**src/rtl/visaccum_pkg.sv**
```systemverilog
// rtl/visaccum_pkg.sv - shared types and sizing for the visibility accumulator path
package visaccum_pkg;

    // Beats per frame; the downstream accumulator uses the same value
    localparam int NSUMS_DEF = 1024;
    // Width of the frame-count register
    localparam int CBITS_DEF = 16;

    typedef enum logic {
        ST_IDLE = 1'b0,
        ST_RUN  = 1'b1
    } state_e;

    // Counter width for n items; never less than one bit
    function automatic int abits(input int n);
        return (n > 1) ? $clog2(n) : 1;
    endfunction

endpackage

```
**src/rtl/visaccum_nested_counter.sv**
```systemverilog
// rtl/visaccum_nested_counter.sv - item/frame counter with explicit item wrap
import visaccum_pkg::*;

module nested_counter #(
    parameter int NSUMS = NSUMS_DEF,
    parameter int CBITS = CBITS_DEF,
    parameter int ABITS = abits(NSUMS)
) (
    input  logic             clock,
    input  logic             reset,
    input  logic             clear_i,
    input  logic             inc_i,
    output logic [ABITS-1:0] item_o,
    output logic [CBITS-1:0] frame_o
);

    // Explicit compare so a non-power-of-2 NSUMS wraps correctly
    localparam logic [ABITS-1:0] ITEM_MAX = ABITS'(NSUMS - 1);

    logic [ABITS-1:0] item_q, item_d;
    logic [CBITS-1:0] frame_q, frame_d;

    // Next-count: clear has priority, item wraps into a frame increment
    always_comb begin
        item_d  = item_q;
        frame_d = frame_q;
        if (clear_i) begin
            item_d  = '0;
            frame_d = '0;
        end else if (inc_i) begin
            if (item_q == ITEM_MAX) begin
                item_d  = '0;
                frame_d = frame_q + CBITS'(1);
            end else begin
                item_d = item_q + ABITS'(1);
            end
        end
    end

    // Count registers
    always_ff @(posedge clock or posedge reset) begin
        if (reset) begin
            item_q  <= '0;
            frame_q <= '0;
        end else begin
            item_q  <= item_d;
            frame_q <= frame_d;
        end
    end

    assign item_o  = item_q;
    assign frame_o = frame_q;

endmodule

```
**src/rtl/visaccum_ctrl.sv**
```systemverilog
// rtl/visaccum_ctrl.sv - sequences one integration and tags beats with first/last
import visaccum_pkg::*;

module visaccum_ctrl #(
    parameter int IBITS = 7,
    parameter int NSUMS = NSUMS_DEF,
    parameter int CBITS = CBITS_DEF
) (
    input  logic             clock,
    input  logic             reset,
    input  logic             start_i,
    input  logic             abort_i,
    input  logic [CBITS-1:0] count_i,
    input  logic             valid_i,
    input  logic [IBITS-1:0] data_i,
    output logic             valid_o,
    output logic             first_o,
    output logic             last_o,
    output logic [IBITS-1:0] data_o,
    output logic             busy_o,
    output logic             done_o,
    output logic             drop_o
);

    localparam int ABITS = abits(NSUMS);
    localparam logic [ABITS-1:0] ITEM_MAX = ABITS'(NSUMS - 1);

    state_e           state_q, state_d;
    logic [CBITS-1:0] creg_q, creg_d;
    logic             valid_q, valid_d;
    logic             first_q, first_d;
    logic             last_q, last_d;
    logic [IBITS-1:0] data_q, data_d;
    logic             busy_q, busy_d;
    logic             done_q, done_d;
    logic             drop_q, drop_d;

    logic             cnt_clear;
    logic             cnt_inc;
    logic [ABITS-1:0] item;
    logic [CBITS-1:0] frame;
    logic             last_item;
    logic             last_frame;

    nested_counter #(
        .NSUMS (NSUMS),
        .CBITS (CBITS),
        .ABITS (ABITS)
    ) u_cnt (
        .clock   (clock),
        .reset   (reset),
        .clear_i (cnt_clear),
        .inc_i   (cnt_inc),
        .item_o  (item),
        .frame_o (frame)
    );

    assign last_item  = (item == ITEM_MAX);
    assign last_frame = (frame == creg_q - CBITS'(1));

    // Next-state, beat tagging and flag logic
    always_comb begin
        state_d   = state_q;
        creg_d    = creg_q;
        valid_d   = 1'b0;
        first_d   = 1'b0;
        last_d    = 1'b0;
        data_d    = data_i;
        busy_d    = busy_q;
        done_d    = 1'b0;
        drop_d    = drop_q;
        cnt_clear = 1'b0;
        cnt_inc   = 1'b0;
        case (state_q)
            ST_IDLE: begin
                // A start (even when accepted) cannot rescue a coincident beat
                if (!abort_i && start_i) begin
                    drop_d    = valid_i;
                    cnt_clear = 1'b1;
                    if (count_i != '0) begin
                        state_d = ST_RUN;
                        creg_d  = count_i;
                        busy_d  = 1'b1;
                    end else begin
                        done_d = 1'b1;
                    end
                end else if (valid_i) begin
                    drop_d = 1'b1;
                end
            end
            ST_RUN: begin
                if (abort_i) begin
                    // Coincident beat is discarded silently on abort
                    state_d   = ST_IDLE;
                    busy_d    = 1'b0;
                    cnt_clear = 1'b1;
                end else if (valid_i) begin
                    valid_d = 1'b1;
                    first_d = (frame == '0);
                    last_d  = last_frame;
                    cnt_inc = 1'b1;
                    if (last_item && last_frame) begin
                        state_d   = ST_IDLE;
                        busy_d    = 1'b0;
                        done_d    = 1'b1;
                        cnt_clear = 1'b1;
                    end
                end
            end
            default: begin
                state_d = ST_IDLE;
                busy_d  = 1'b0;
            end
        endcase
    end

    // State and registered outputs
    always_ff @(posedge clock or posedge reset) begin
        if (reset) begin
            state_q <= ST_IDLE;
            creg_q  <= '0;
            valid_q <= 1'b0;
            first_q <= 1'b0;
            last_q  <= 1'b0;
            data_q  <= '0;
            busy_q  <= 1'b0;
            done_q  <= 1'b0;
            drop_q  <= 1'b0;
        end else begin
            state_q <= state_d;
            creg_q  <= creg_d;
            valid_q <= valid_d;
            first_q <= first_d;
            last_q  <= last_d;
            data_q  <= data_d;
            busy_q  <= busy_d;
            done_q  <= done_d;
            drop_q  <= drop_d;
        end
    end

    assign valid_o = valid_q;
    assign first_o = first_q;
    assign last_o  = last_q;
    assign data_o  = data_q;
    assign busy_o  = busy_q;
    assign done_o  = done_q;
    assign drop_o  = drop_q;

endmodule

```
**config.mk**
```make
export PLATFORM = sky130hd
export DESIGN_NAME = visaccum_ctrl
export DESIGN_NICKNAME = d
export VERILOG_FILES = /design/src/rtl/visaccum_pkg.sv /design/src/rtl/visaccum_nested_counter.sv /design/src/rtl/visaccum_ctrl.sv
export SDC_FILE = /design/constraint.sdc
export NUM_CORES = 1
export LEC_CHECK = 0
export ABC_AREA = 0
export ABC_CLOCK_PERIOD_IN_PS = 7400
export CAP_MARGIN = 30
export CORE_MARGIN = 4
export CORE_UTILIZATION = 25
export DETAILED_ROUTE_END_ITERATION = 10
export GPL_ROUTABILITY_DRIVEN = 1
export GPL_TIMING_DRIVEN = 0
export RECOVER_POWER = 100
export SLEW_MARGIN = 20
export SYNTH_ARGS = -nofsm -noshare
export SYNTH_HDL_FRONTEND = slang
export SYNTH_SLANG_ARGS = --single-unit
```
**constraint.sdc**
```tcl
create_clock -name clock -period 7.4 [get_ports clock]
set_input_delay 0.74 -clock clock [delete_from_list [all_inputs] [get_ports clock]]
set_output_delay 0.74 -clock clock [all_outputs]
set_load 0.03 [all_outputs]
```
==> key figures <==
Setup path
  • Crit start category: flip-flop
  • Slowest stage cell, crit path: nor4_1
  • Worst path cell trace: inv_1 -> ha_1 -> clkbuf_1 -> o21ai_0 -> nor3b_1 -> a31oi_1 -> o31ai_1 -> nand4_1 -> nor4_1 -> clkbuf_1 -> nor2_1
  • Critical Path AT: 3760 ps
  • CP max stage delay: 730 ps
  • Crit. End Element: flip-flop
  • Crit-path most repeated cell: clkbuf_1
  • Crit path max fanout: 10
  • Worst Path Required: 7560 ps
  • Setup CP Type: flip-flop to flip-flop

STA
  • Hold_ws: 491 ps
  • Fin crit share: 0.486
  • Max Slew Vio Count: 57
  • Fmax: 0.278 GHz
  • RSZ-0062 raised after global routing: false
  • Minimum clock period: 3600 ps
  • Skew final: 3.01 ps
  • Setup_tns: 0 ps
  • Setup violations, final: 0
  • Final Hold Viols: 0
  • Post-route worst setup slack: 3800 ps
  • Tightest Pin Transition: 2460 ps
  • Slew HR: -0.651

Synthesis
  • Sequential fraction of the synthesis area: 0.444
  • Most frequent cell after synthesis: dfrtp_1
  • Seq cells post-synth: 56
  • Async SR Flop Fraction: 1.00
  • Unique masters post-synth: 52
  • Area leader, netlist: dfrtp_1
  • Adder-cell share of the synthesized area: 0.0159
  • Simple-Gate Fraction of Synth Area: 0.268
  • Commonest cells post-synth: dfrtp_1 (56), xor2_1 (25), nor2_1 (23), nand2_1 (21), nor3_1 (19)
  • Post-synthesis mux area share: 0.0496
  • Post-synth EDFFs: 0
  • Synth warn: 0
  • Ranking of synthesized cells by area: dfrtp_1 (44%), xor2_1 (6.9%), mux2_2 (4.6%)
  • Synth Area in Compound Gates: 0.0777
  • Post-synthesis cell count: 318
  • Post-synth top area share: 0.444
  • Avg Cell Area, Syn: 9.92 µm²
  • Xor/xnor share of the synthesized area: 0.110
  • Ys flop type: dfrtp_1
  • Synth Net Count: 350
  • Post-synth design cell area: 3160 µm²
  • Largest family of logic cells by synthesized area: simple AND/OR/NAND/NOR gates

Floorplanning
  • Starting Density: 0.259
  • Die height: 120 µm
  • Cell Rows: 40
  • Core Area: 12,200 µm²
  • Num ports: 41
  • DIE AREA: 14,500 µm²
  • Die X-Extent: 120 µm

Clock network
  • CTS tree: yes
  • Worst-case clock buffer depth: 2
  • CTS sink cnt: 56
  • Hold-fix buffers at CTS: 0
  • CTS Buf Count: 5
  • Setup bufs post-CTS: 0
  • CTS clk-pin slew, worst paths: 70 ps
  • Clock latency on the worst-skew pair: 290 ps
  • H-tree depth: 2
  • Resize count post-CTS: 0
  • CTS root buffer: clkbuf_16

Detailed routing
  • Via count: 2,522
  • DRC Markers: 0
  • Initial DRC count: 113
  • ANT nets after route: 0
  • Pre-antenna DRT Iters: 4
  • Routed vias/inst: 4.72
  • Wire per inst: 13.8 µm
  • Total wire length: 7340 µm

Min path
  • Hold Path Class: flip-flop to flip-flop

Power and ir drop
  • Static leakage: 1.53 nW
  • Sw frac: 0.307
  • Power Internal: 533 µW
  • Total Power: 768 µW
  • Sequential Power Share: 0.472
  • Switching Power: 236 µW
  • Clock network fraction of total power: 0.307
  • PD cells: 198 nW/µm²
  • IR drop worst, VDD: 0.0810 mV
  • Combinational share of power: 0.221

GRT
  • Vias in the first global route: 2,598
  • Initial antenna violation count: 0
  • Grt total ovfl: 0
  • First-pass GRT wire length: 12,600 µm
  • Pin count of the biggest net entering global routing: 57
  • Total track usage: 0.107

Placement
  • Gpl congestion: 0.835
  • PortBufs: 40
  • DP HPWL: 5480 µm
  • Setup WS pre-CTS: 4100 ps

Run status
  • Status: finished with violations
  • Failing checks: capacitance limit, slew limit

Layout
  • Area delta synth->final: 23.2%
  • Final nets: 397
  • Antenna diodes: 0
  • Share of cells above drive strength 1: 0.0847

Run
  • Max cap viols: 1
[kinds of logic after synthesis]
group / count (synthesis)
simple gates: 143
flops: 56
xor+xnor: 38
compound gates: 37
buf+inv: 26
mux: 14
fa+ha+maj: 4
[power by group through the flow]
stage	Sequential, mW	Combinational (mW)	Clock (mW)
after floorplan	0.370	0.114	0
after global placement	0.369	0.169	0
after detailed placement	0.369	0.173	0
after CTS	0.363	0.174	0.246
after global routing	0.367	0.189	0.258
final	0.362	0.170	0.236
[critical path, delay by kind of cell (launching register included)]
kind,cells,cell delay [ps]
simple gates,4,1320
buf+inv,3,930
compound gates,3,530
flops,1,480
fa+ha+maj,1,200
[final timing paths]
path                            from   endpoint  slack [ps]  cells after the start
max                        creg_q[0]     busy_o        3800                     11
min in group asynchronous      reset  data_o[5]        1560                      2
min reg2reg                   drop_o     drop_o         490                      2
max reg2reg                creg_q[0]     busy_o        3800                     11
min                           drop_o     drop_o         490                      2
max in group asynchronous      reset  creg_q[3]        4710                      2
[layer usage]
metal	global-route usage	routed length, µm	vias to the layer above
met3	0.0168	165	4
li1	-	-	1239
met5	0	0	-
met4	0.0368	78	0
met1	0.129	3210	1248
met2	0.193	3900	31
[cells in the final DEF (no fill, tap or decap), drive strengths merged, types with 3 or more instances in the layout]
master         synthesis  layout
ha                     4       4
or3b                   3       3
mux2                  13      13
clkdlybuf4s50          0      18
a211oi                 3       3
o22ai                  3       3
and3                   4       4
nor4                  13      13
nand2                 21      21
nor2                  24      24
and4                   3       3
inv                   11      10
nor3                  21      21
xor2                  25      25
nand4                 15      15
o211ai                 4       4
clkinv                 0       3
and2                   3       3
clkbuf                11      18
nor2b                  3       3
nand2b                 5       5
o31ai                  4       4
dfrtp                 56      56
nand3                 13      13
dlygate4sd3            0      22
xnor2                 12      12
o21ai                  9       9
a21oi                  5       5
[through the flow]
step	instances	instance area [µm²]	utilization
2_1_floorplan	318	3160	-
3_3_place_gp	526	3770	0.310
3_5_place_dp	526	3770	0.310
4_1_cts	534	3910	0.322
5_1_grt	534	3890	0.320
6_report	534	3890	0.320
[sequential cells by signal, indices dropped and copies added, names as in the netlist]
signal / cells
drop_o: 1
u_cnt.frame_o: 16
valid_o: 1
busy_o: 1
last_o: 1
done_o: 1
state_q: 1
creg_q: 16
data_o: 7
first_o: 1
u_cnt.item_o: 10
[area by class of cell]
cell class | instances | area, µm²
fill | 1221 | 8270
sequential | 56 | 1400
clock buffer | 5 | 125
buffer | 15 | 61.3
tap | 168 | 210
multi-input combinational | 236 | 1630
inverter | 11 | 42.5
clock inverter | 3 | 18.8
timing repair buffer | 40 | 400
No activity file was read; power rests on OpenSTA's default activity.
